$ cat src/rtl/ext_bus_master.sv
// ext_bus_master: one-byte initiator for the 8-bit external parallel bus.
// Generates timed setup/strobe/hold cycles and a turnaround gap after reads.
module ext_bus_master #(
  parameter int ADDR_WIDTH    = 21,
  parameter int SETUP_CYCLES  = 1,
  parameter int STROBE_CYCLES = 2,
  parameter int HOLD_CYCLES   = 1,
  parameter int TURN_CYCLES   = 4
) (
  input  logic                  clk_usb,
  input  logic                  reset,
  input  logic                  cmd_valid,
  output logic                  cmd_ready,
  input  logic                  cmd_write,
  input  logic [ADDR_WIDTH-1:0] cmd_addr,
  input  logic [7:0]            cmd_wdata,
  output logic                  done,
  output logic [7:0]            rsp_rdata,
  output logic                  busy,
  output logic [ADDR_WIDTH-1:0] addr,
  output logic [7:0]            data_out,
  output logic                  data_oe,
  input  logic [7:0]            data_in,
  output logic                  rd_en,
  output logic                  wr_en,
  output logic                  cen
);

  typedef enum logic [2:0] {
    S_IDLE,
    S_SETUP,
    S_STROBE,
    S_HOLD,
    S_TURN
  } state_e;

  // Counters hold "cycles left minus one" so zero marks the last cycle.
  localparam logic [7:0] SET_N = 8'(SETUP_CYCLES - 1);
  localparam logic [7:0] STB_N = 8'(STROBE_CYCLES - 1);
  localparam logic [7:0] HLD_N = 8'(HOLD_CYCLES - 1);
  localparam logic [7:0] TRN_N = 8'(TURN_CYCLES - 1);

  state_e                  state_q, state_d;
  logic [7:0]              cnt_q, cnt_d;
  logic                    wr_q, wr_d;
  logic [ADDR_WIDTH-1:0]   addr_q, addr_d;
  logic [7:0]              dout_q, dout_d;
  logic [7:0]              rdata_q, rdata_d;
  logic                    done_q, done_d;
  logic                    last;

  assign last = (cnt_q == 8'd0);

  always_ff @(posedge clk_usb) begin
    if (reset) begin
      state_q <= S_IDLE;
      cnt_q   <= 8'd0;
      wr_q    <= 1'b0;
      addr_q  <= '0;
      dout_q  <= 8'd0;
      rdata_q <= 8'd0;
      done_q  <= 1'b0;
    end else begin
      state_q <= state_d;
      cnt_q   <= cnt_d;
      wr_q    <= wr_d;
      addr_q  <= addr_d;
      dout_q  <= dout_d;
      rdata_q <= rdata_d;
      done_q  <= done_d;
    end
  end

  always_comb begin
    state_d = state_q;
    cnt_d   = cnt_q;
    wr_d    = wr_q;
    addr_d  = addr_q;
    dout_d  = dout_q;
    rdata_d = rdata_q;
    done_d  = 1'b0;
    unique case (state_q)
      S_IDLE: begin
        if (cmd_valid) begin
          state_d = S_SETUP;
          cnt_d   = SET_N;
          wr_d    = cmd_write;
          addr_d  = cmd_addr;
          dout_d  = cmd_wdata;
        end
      end
      S_SETUP: begin
        if (last) begin
          state_d = S_STROBE;
          cnt_d   = STB_N;
        end else begin
          cnt_d = cnt_q - 8'd1;
        end
      end
      S_STROBE: begin
        if (last) begin
          state_d = S_HOLD;
          cnt_d   = HLD_N;
          // Sample on the edge where !RD rises.
          if (!wr_q) begin
            rdata_d = data_in;
          end
        end else begin
          cnt_d = cnt_q - 8'd1;
        end
      end
      S_HOLD: begin
        if (last) begin
          done_d  = 1'b1;
          state_d = wr_q ? S_IDLE : S_TURN;
          cnt_d   = TRN_N;
        end else begin
          cnt_d = cnt_q - 8'd1;
        end
      end
      S_TURN: begin
        if (last) begin
          state_d = S_IDLE;
        end else begin
          cnt_d = cnt_q - 8'd1;
        end
      end
      default: begin
        state_d = S_IDLE;
      end
    endcase
  end

  always_comb begin
    cen     = 1'b1;
    rd_en   = 1'b1;
    wr_en   = 1'b1;
    data_oe = 1'b0;
    unique case (state_q)
      S_SETUP, S_HOLD: begin
        cen     = 1'b0;
        data_oe = wr_q;
      end
      S_STROBE: begin
        cen     = 1'b0;
        data_oe = wr_q;
        rd_en   = wr_q;
        wr_en   = ~wr_q;
      end
      default: begin
      end
    endcase
  end

  assign cmd_ready = (state_q == S_IDLE);
  assign busy      = ~cmd_ready;
  assign done      = done_q;
  assign rsp_rdata = rdata_q;
  assign addr      = addr_q;
  assign data_out  = dout_q;

endmodule

$ cat config.mk
export PLATFORM = sky130hd
export DESIGN_NAME = ext_bus_master
export DESIGN_NICKNAME = d
export VERILOG_FILES = /design/src/rtl/ext_bus_master.sv
export SDC_FILE = /design/constraint.sdc
export NUM_CORES = 1
export LEC_CHECK = 0
export ABC_AREA = 1
export CAP_MARGIN = 15
export CORE_MARGIN = 2
export CORE_UTILIZATION = 39
export DETAILED_ROUTE_END_ITERATION = 16
export PLACE_DENSITY = 0.78
export SYNTH_ARGS = -nofsm -noshare
export SYNTH_HDL_FRONTEND = slang
export SYNTH_SLANG_ARGS = --single-unit
$ cat constraint.sdc
create_clock -name clk_usb -period 1.3 [get_ports clk_usb]
set_input_delay 0.195 -clock clk_usb [delete_from_list [all_inputs] [get_ports clk_usb]]
set_output_delay 0.195 -clock clk_usb [all_outputs]
set_load 0.03 [all_outputs]
==> run_results.csv, run 1 <==
group,metric,value,unit
final_layout,regArea,1010,sq um
die,core,5510,sq um
timing,relSlewSlack,76.4,%
timing,finalHoldViolations,0,
cts,cts_made_buffers,5,
job,maxCapViolCount,0,
synthesis,ys.warnings.count,0,
detailed_routing,dr.pass1.iters,5,
cts,numClockSinks,50,
setup_path,cp-start-kind,"flip-flop",
final_layout,nNetsFinal,465,
timing,clock_skew,0.00463,ns
global_route,gr-total-overflow,0,
setup_path,endpoint_kind,"output pin",
synthesis,netlist.area_leader.share,45.2,%
placed_design,place.gp.congestion,0.822,
cts,cts_tree,"built",
detailed_routing,vias,2532,
setup_path,r2r_slack,-0.21,ns
synthesis,synthArstFlopShare,0,%
setup_path,r2r-end,"cnt_q[0]$_SDFFE_PP0P_",
hold_path,min-delay-start,"cmd_addr[8]",
final_layout,diodes,0,
global_route,grt_pass1_vias,2602,
synthesis,synth_seq_area_share,45.2,%
cts,cts_root_buf,"clkbuf_8",
pwr,clockPowerShare,13.0,%
pwr,peakVddDrop,1250,uV
synthesis,synthCells,303,
placed_design,placement.io_buffers,84,
hold_path,hold_path_end,"addr[8]$_SDFFE_PP0P_",
placed_design,dpl_worst_slack,-0.193,ns
setup_path,r2r-start,"cnt_q[1]$_SDFFE_PP0P_",
timing,worst_slack,-0.218,ns
timing,timing.fmax,659,MHz
pwr,pwr-share-seq,24.2,%
setup_path,cp.arrival,1.32,ns
detailed_routing,wl_per_cell,15.3,microns
synthesis,synth_area,2210,sq um
pwr,switching_share,45.0,%
synthesis,synthTopCellsByCount,"nand2_1 (67), dfxtp_1 (50), a21oi_1 (46), nand3_1 (46), inv_1 (26)",
cts,cts.htree.levels,2,
global_route,antenna_found_initial,0,
setup_path,path_cells,"buf_6 > nor2_4 > nand2_2 > nor2_4 > inv_2 > buf_6",
pwr,powerDensity,2160,nW/um^2
detailed_routing,drc,0,
cts,cts.path.max_buffers,2,
synthesis,synth_edf_count,0,
timing,slew_violations,0,
timing,rsz0062_at_grt,"true",
die,die_h,79.3,microns
synthesis,synth_most_common_cell,"nand2_1",
setup_path,cpMaxStageDelayCell,"dfxtp_4",
final_layout,multi_input_area,1380,sq um
timing,post-route-min-period,1.52,ns
placed_design,hpwlAfterDp,4.34,mm
synthesis,synth_ff_type,"dfxtp_1",
final_layout,area_growth,77.5,%
die,die_w,79.3,microns
detailed_routing,drt_iter0_drc,93,
hold_path,hold_path.class,"in -> reg",
synthesis,syn_nets,346,
status,violations,"setup timing",
detailed_routing,ant_nets,0,
setup_path,critPathRequiredTime,1.11,ns
die,initial_utilization,40.2,%
setup_path,rr_worst_depth,9,
pwr,total_power,8480,uW
setup_path,critPathKind,"reg -> out",
global_route,grt_usage,23.6,%
die,fp-row-count,27,
setup_path,cp_max_fo,4,
die,num_io_pins,85,
timing,min_period_over_period,117,%
synthesis,synth_area_leaders,"dfxtp_1 (45%), nand2_1 (11%), a21oi_1 (10%)",
setup_path,slowest_delay,0.37,ns
pwr,p_sw,3820,uW
global_route,grt_max_degree,30,
die,die-area,6290,sq um
timing,finalSetupViolCount,25,
synthesis,avgSynthCellArea,7.30,sq um
synthesis,synth_area_leader_cell,"dfxtp_1",
detailed_routing,avgViaCountPerCell,5.12,
synthesis,ys_types,23,
cts,insertion_delay,0.31,ns
hold_path,min_delay_path_depth,3,
pwr,combPwrFrac,62.8,%
cts,clkTransAtPathRegs,0.09,ns
synthesis,ys_ff_latch,50,
global_route,grt_pass1_wl,11.8,mm
timing,tightest_slew,0.354,ns
final_layout,drive_gt1_share,35.0,%
pwr,p_int,4660,uW
pwr,p_leak,0.00167,uW
status,status,"finished with violations",
final_layout,fillCellCount,388,
detailed_routing,routed_wl,7.59,mm
-- area by class of cell --
class	instances	area share (%)
Inverter	28	2.87
Clock inverter	2	0.956
Clock buffer	6	1.85
Timing Repair Buffer	127	31.3
Tap cell	72	2.29
Multi-Input combinational cell	210	35.1
Sequential cell	50	25.7
-- worst max-delay path: cells and delay by family (launching register included) --
family        cells  cell delay [ns]
buf+inv           3             0.30
flops             1             0.37
simple gates      3             0.33
-- sequential cells by signal, summed over array words and instances (netlist names) --
register / flops
addr: 21
cnt_q: 8
data_out: 8
done: 1
rsp_rdata: 8
state_q: 3
wr_q: 1
-- power by group through the flow --
stage | registers, uW | clock network [uW] | logic [uW]
after floorplan | 2430 | 0 | 1980
after detailed placement | 2050 | 0 | 3810
after global placement | 2040 | 0 | 3740
after global routing | 2090 | 1180 | 5650
after CTS | 2030 | 1120 | 4660
final | 2050 | 1100 | 5330
-- logic make-up (layout without fill, tap and decap cells) --
| logic type | after synthesis | count (layout) | share of synthesized area, % |
|---|---|---|---|
| flip-flops | 50 | 50 | 45.2 |
| adder cells (fa/ha/maj) | 2 | 2 | 1.13 |
| AND/OR/NAND/NOR | 152 | 152 | 32.3 |
| buffers and inverters | 43 | 163 | 8.54 |
| AO/OA/AOI/OAI | 56 | 56 | 12.8 |
-- worst max path at each step --
| stage | startpoint | slack (ns) | cells past startpoint | endpoint |
|---|---|---|---|---|
| 3_3_place_gp | cnt_q[0]$_SDFFE_PP0P_ | -0.13 | 9 | cnt_q[6]$_SDFFE_PP0P_ |
| 2_1_floorplan | cnt_q[0]$_SDFFE_PP0P_ | 0.008 | 9 | state_q[2]$_SDFFE_PP0P_ |
| 3_5_place_dp | cnt_q[0]$_SDFFE_PP0P_ | -0.19 | 9 | cnt_q[6]$_SDFFE_PP0P_ |
| 6_report | state_q[2]$_SDFFE_PP0P_ | -0.22 | 6 | rd_en |
| 5_1_grt | cnt_q[1]$_SDFFE_PP0P_ | -0.29 | 9 | cnt_q[0]$_SDFFE_PP0P_ |
| 4_1_cts | state_q[0]$_SDFFE_PP0P_ | -0.22 | 7 | data_oe |
-- per-layer routing --
metal  GRT usage (%)  share of wire [%]  wire length, microns  vias up
met5               0                  0                     0        -
met4            10.3                2.7                   202        0
met3            7.05                6.8                   518       19
met2            41.1                 52                  3920       92
met1            26.7                 39                  2950     1185
li1                -                  -                     -     1236
-- stage by stage --
| step | util (%) | setup TNS, ns | instances | area [sq um] | hold slack [ns] |
|---|---|---|---|---|---|
| 6_report | 71.3 | -3.51 | 495 | 3930 | 0.451 |
| 5_1_grt | 71.3 | -5.43 | 495 | 3930 | 0.458 |
| 2_1_floorplan | - | 0 | 303 | 2220 | 0.359 |
| 4_1_cts | 68.1 | -1.57 | 493 | 3750 | 0.448 |
| 3_5_place_dp | 60.1 | -4.14 | 474 | 3310 | 0.454 |
| 3_3_place_gp | 60.1 | -1.68 | 474 | 3310 | 0.445 |
-- cells in the final DEF, fill, tap and decap left out, types with 7 or more instances in the layout --
cell type        netlist  routed
a21oi_2                0      14
clkdlybuf4s15_1        0      10
nand2_1               67      46
clkbuf_2               0       7
dfxtp_1               50      45
nand3_1               46      33
nand2_4                1      15
inv_1                 26      20
nand3_2                0      12
buf_4                  3      22
buf_6                  1      22
nand2_2                4       9
clkdlybuf4s50_1        0      40
a21oi_1               46      31
nor2_1                21      16
dlygate4sd2_1          0      21
-- timing repair --
item / CTS / global route
gates resized for setup: 121 / 76
endpoints found under the setup margin: 92 / 63
hold buffers: 0 / 0
buffers inserted: 11 / 2
pin swaps: 24 / 20
Power figures use the tool's default switching activity.
==> run 2, diff against run 1 <==
==> constraint.sdc (replaced) <==
create_clock -name clk_usb -period 1.35 [get_ports clk_usb]
set_input_delay 0.2025 -clock clk_usb [delete_from_list [all_inputs] [get_ports clk_usb]]
set_output_delay 0.2025 -clock clk_usb [all_outputs]
set_load 0.03 [all_outputs]
==> run 2 against run 1 <==
The run still ends with setup timing left. Final area down 5.0%. Die area unchanged. Sequential share of layout area increased by 1.4 points. Worst hold slack improved by 0.0077 ns. Highest routed layer unchanged. Utilization down 3.6 points. Count of clock-buffer cells in the layout decreased by 1. Setup slack better by 0.074 ns. Critical path type unchanged. Wire length fell by 11%.
==> run_results.csv, run 2 (synthesis results as in run 1) <==
group,metric,value,unit
setup_path,worst-path-buf-inv,4,
status,violations,"setup timing",
final_layout,drive_gt1_share,28.3,%
global_route,antenna_found_initial,0,
hold_path,min-delay-start,"addr[19]$_SDFFE_PP0P_",
timing,tightest_slew,0.376,ns
cts,cts_hold_buf,0,
setup_path,critPathRequiredTime,1.15,ns
detailed_routing,dr.pass1.iters,4,
final_layout,final_core_util,67.7,%
setup_path,cpMaxStageDelayCell,"dfxtp_4",
pwr,powerDensity,2070,nW/um^2
detailed_routing,routed_wl,6.73,mm
status,status,"finished with violations",
final_layout,fillCellCount,423,
cts,cts.htree.levels,2,
die,die-area,6290,sq um
timing,rsz0062_at_grt,"true",
die,num_io_pins,85,
cts,cts_made_buffers,5,
timing,timing.fmax,669,MHz
global_route,grt_pass1_vias,2438,
pwr,total_power,7710,uW
global_route,gr-total-overflow,0,
placed_design,dpl_worst_slack,-0.112,ns
setup_path,cp-start-kind,"flip-flop",
final_layout,area_growth,68.6,%
detailed_routing,drt_iter0_drc,134,
timing,slew_violations,0,
global_route,grt_pass1_wl,10.4,mm
setup_path,cp_max_fo,5,
placed_design,dpl_cell_area,3240,sq um
setup_path,path_cells,"nor2_4 > inv_4 > nor2_8 > buf_12 > inv_4 > buf_6",
setup_path,r2r_slack,-0.08,ns
final_layout,regArea,1010,sq um
timing,worst_slack,-0.145,ns
final_layout,largest_register_ffs,21,
setup_path,crit_family,"flip-flops",
detailed_routing,drc,0,
pwr,peakVddDrop,1350,uV
hold_path,hold_path_end,"addr[19]$_SDFFE_PP0P_",
final_layout,multi_input_area,1250,sq um
die,core,5510,sq um
detailed_routing,vias,2449,
pwr,p_leak,0.00165,uW
final_layout,final_common_cell,"nand2_1",
cts,cts.path.max_buffers,2,
timing,finalSetupViolCount,33,
setup_path,r2r-start,"state_q[1]$_SDFFE_PP0P_",
timing,min_period_over_period,111,%
setup_path,r2r-end,"cnt_q[4]$_SDFFE_PP0P_",
die,initial_utilization,40.2,%
placed_design,hpwlAfterDp,4.33,mm
setup_path,endpoint_kind,"output pin",
setup_path,critPathKind,"reg -> out",
final_layout,diodes,0,
final_layout,final_cell_area,3730,sq um
cts,cts_tree,"built",
cts,insertion_delay,0.31,ns
global_route,grt_usage,20.5,%
final_layout,final_cell_mix,"nand2_1 (55), dfxtp_1 (45), clkdlybuf4s50_1 (40)",
hold_path,min_delay_path_depth,2,
timing,hold_slack,0.459,ns
hold_path,hold_path.class,"reg -> reg",
setup_path,slowest_delay,0.38,ns
final_layout,nNetsFinal,456,
die,fp-row-count,27,
detailed_routing,avgViaCountPerCell,5.04,
setup_path,crit_top_cell,"inv_4",
timing,post-route-min-period,1.49,ns
cts,cts_root_buf,"clkbuf_8",
setup_path,rr_worst_depth,10,
detailed_routing,ant_nets,0,
detailed_routing,wl_per_cell,13.9,microns
timing,relSlewSlack,74.7,%
die,die_h,79.3,microns
placed_design,place.gp.congestion,0.883,
cts,clkTransAtPathRegs,0.10,ns
die,die_w,79.3,microns
timing,finalHoldViolations,0,
global_route,grt_max_degree,32,
timing,clock_skew,0.00712,ns
job,maxCapViolCount,0,
placed_design,placement.io_buffers,84,
cts,numClockSinks,50,
setup_path,cp.arrival,1.29,ns
run 2: changes by cell type in the layout (fill, tap and decap cells not counted), moves of 3 or more:
cell             before  now
nor2_1               16   19
nand2_4              15    5
nand3_1              33   37
nand2_1              46   55
dlygate4sd2_1        21   37
clkdlybuf4s15_1      10    1
clkbuf_2              7    0
nand3_2              12    8
buf_6                22   12
nor2_2                4    1
run 2: worst max path at each step:
stage / startpoint / to / slack (ns) / depth (start not counted)
finish: state_q[1]$_SDFFE_PP0P_ / busy / -0.14 / 6
global route: state_q[1]$_SDFFE_PP0P_ / busy / -0.20 / 6
CTS: state_q[0]$_SDFFE_PP0P_ / busy / -0.15 / 6
detailed placement: cmd_valid / cnt_q[2]$_SDFFE_PP0P_ / -0.11 / 7
global placement: cnt_q[0]$_SDFFE_PP0P_ / cnt_q[7]$_SDFFE_PP0P_ / -0.02 / 10
floorplan: state_q[2]$_SDFFE_PP0P_ / state_q[2]$_SDFFE_PP0P_ / 0.04 / 8
run 2: metrics by stage:
step	cells	setup TNS, ns
3_3_place_gp	465	-0.0466
6_report	486	-1.38
2_1_floorplan	303	0
3_5_place_dp	465	-1.35
4_1_cts	480	-0.447
5_1_grt	486	-4.73
run 2: layout make-up:
cell class | instances | area share [%]
Inverter | 28 | 3.02
Multi-Input combinational cell | 210 | 33.5
Timing Repair Buffer | 118 | 30.8
Clock inverter | 3 | 1.27
Tap cell | 72 | 2.42
Sequential cell | 50 | 27.1
Clock buffer | 5 | 1.85
run 2: worst register-to-register path: stages (launching register included):
cell and delay, ns:
dfxtp_4 0.38, nor2_4 0.15, buf_4 0.12, buf_4 0.10, nand2_2 0.08, inv_2 0.08
nand2_4 0.07, buf_4 0.15, nand4_1 0.06, nand3_1 0.07, a21oi_1 0.11
run 2: per-layer routing:
layer | track usage (%) | vias up | routed length (microns)
met5 | 0 | - | 0
met4 | 5.86 | 0 | 84
met3 | 7.27 | 10 | 520
met2 | 36.5 | 83 | 3410
met1 | 23.1 | 1147 | 2720
li1 | - | 1209 | -
run 2: where the power goes:
part           switching (uW)  internal [uW]  leakage [uW]  total, uW
Combinational            2650           1970       0.00118       4620
Sequential                203           1790      0.000411       1990
Clock                     532            566     0.0000591       1100
Total                    3390           4320       0.00165       7710
run 2: repair_timing:
item / 4_1_cts / 5_1_grt
endpoints found under the setup margin: 87 / 56
gates resized for setup: 82 / 50
buffers inserted: 7 / 5
pin swaps: 12 / 23
cloned: 0 / 1
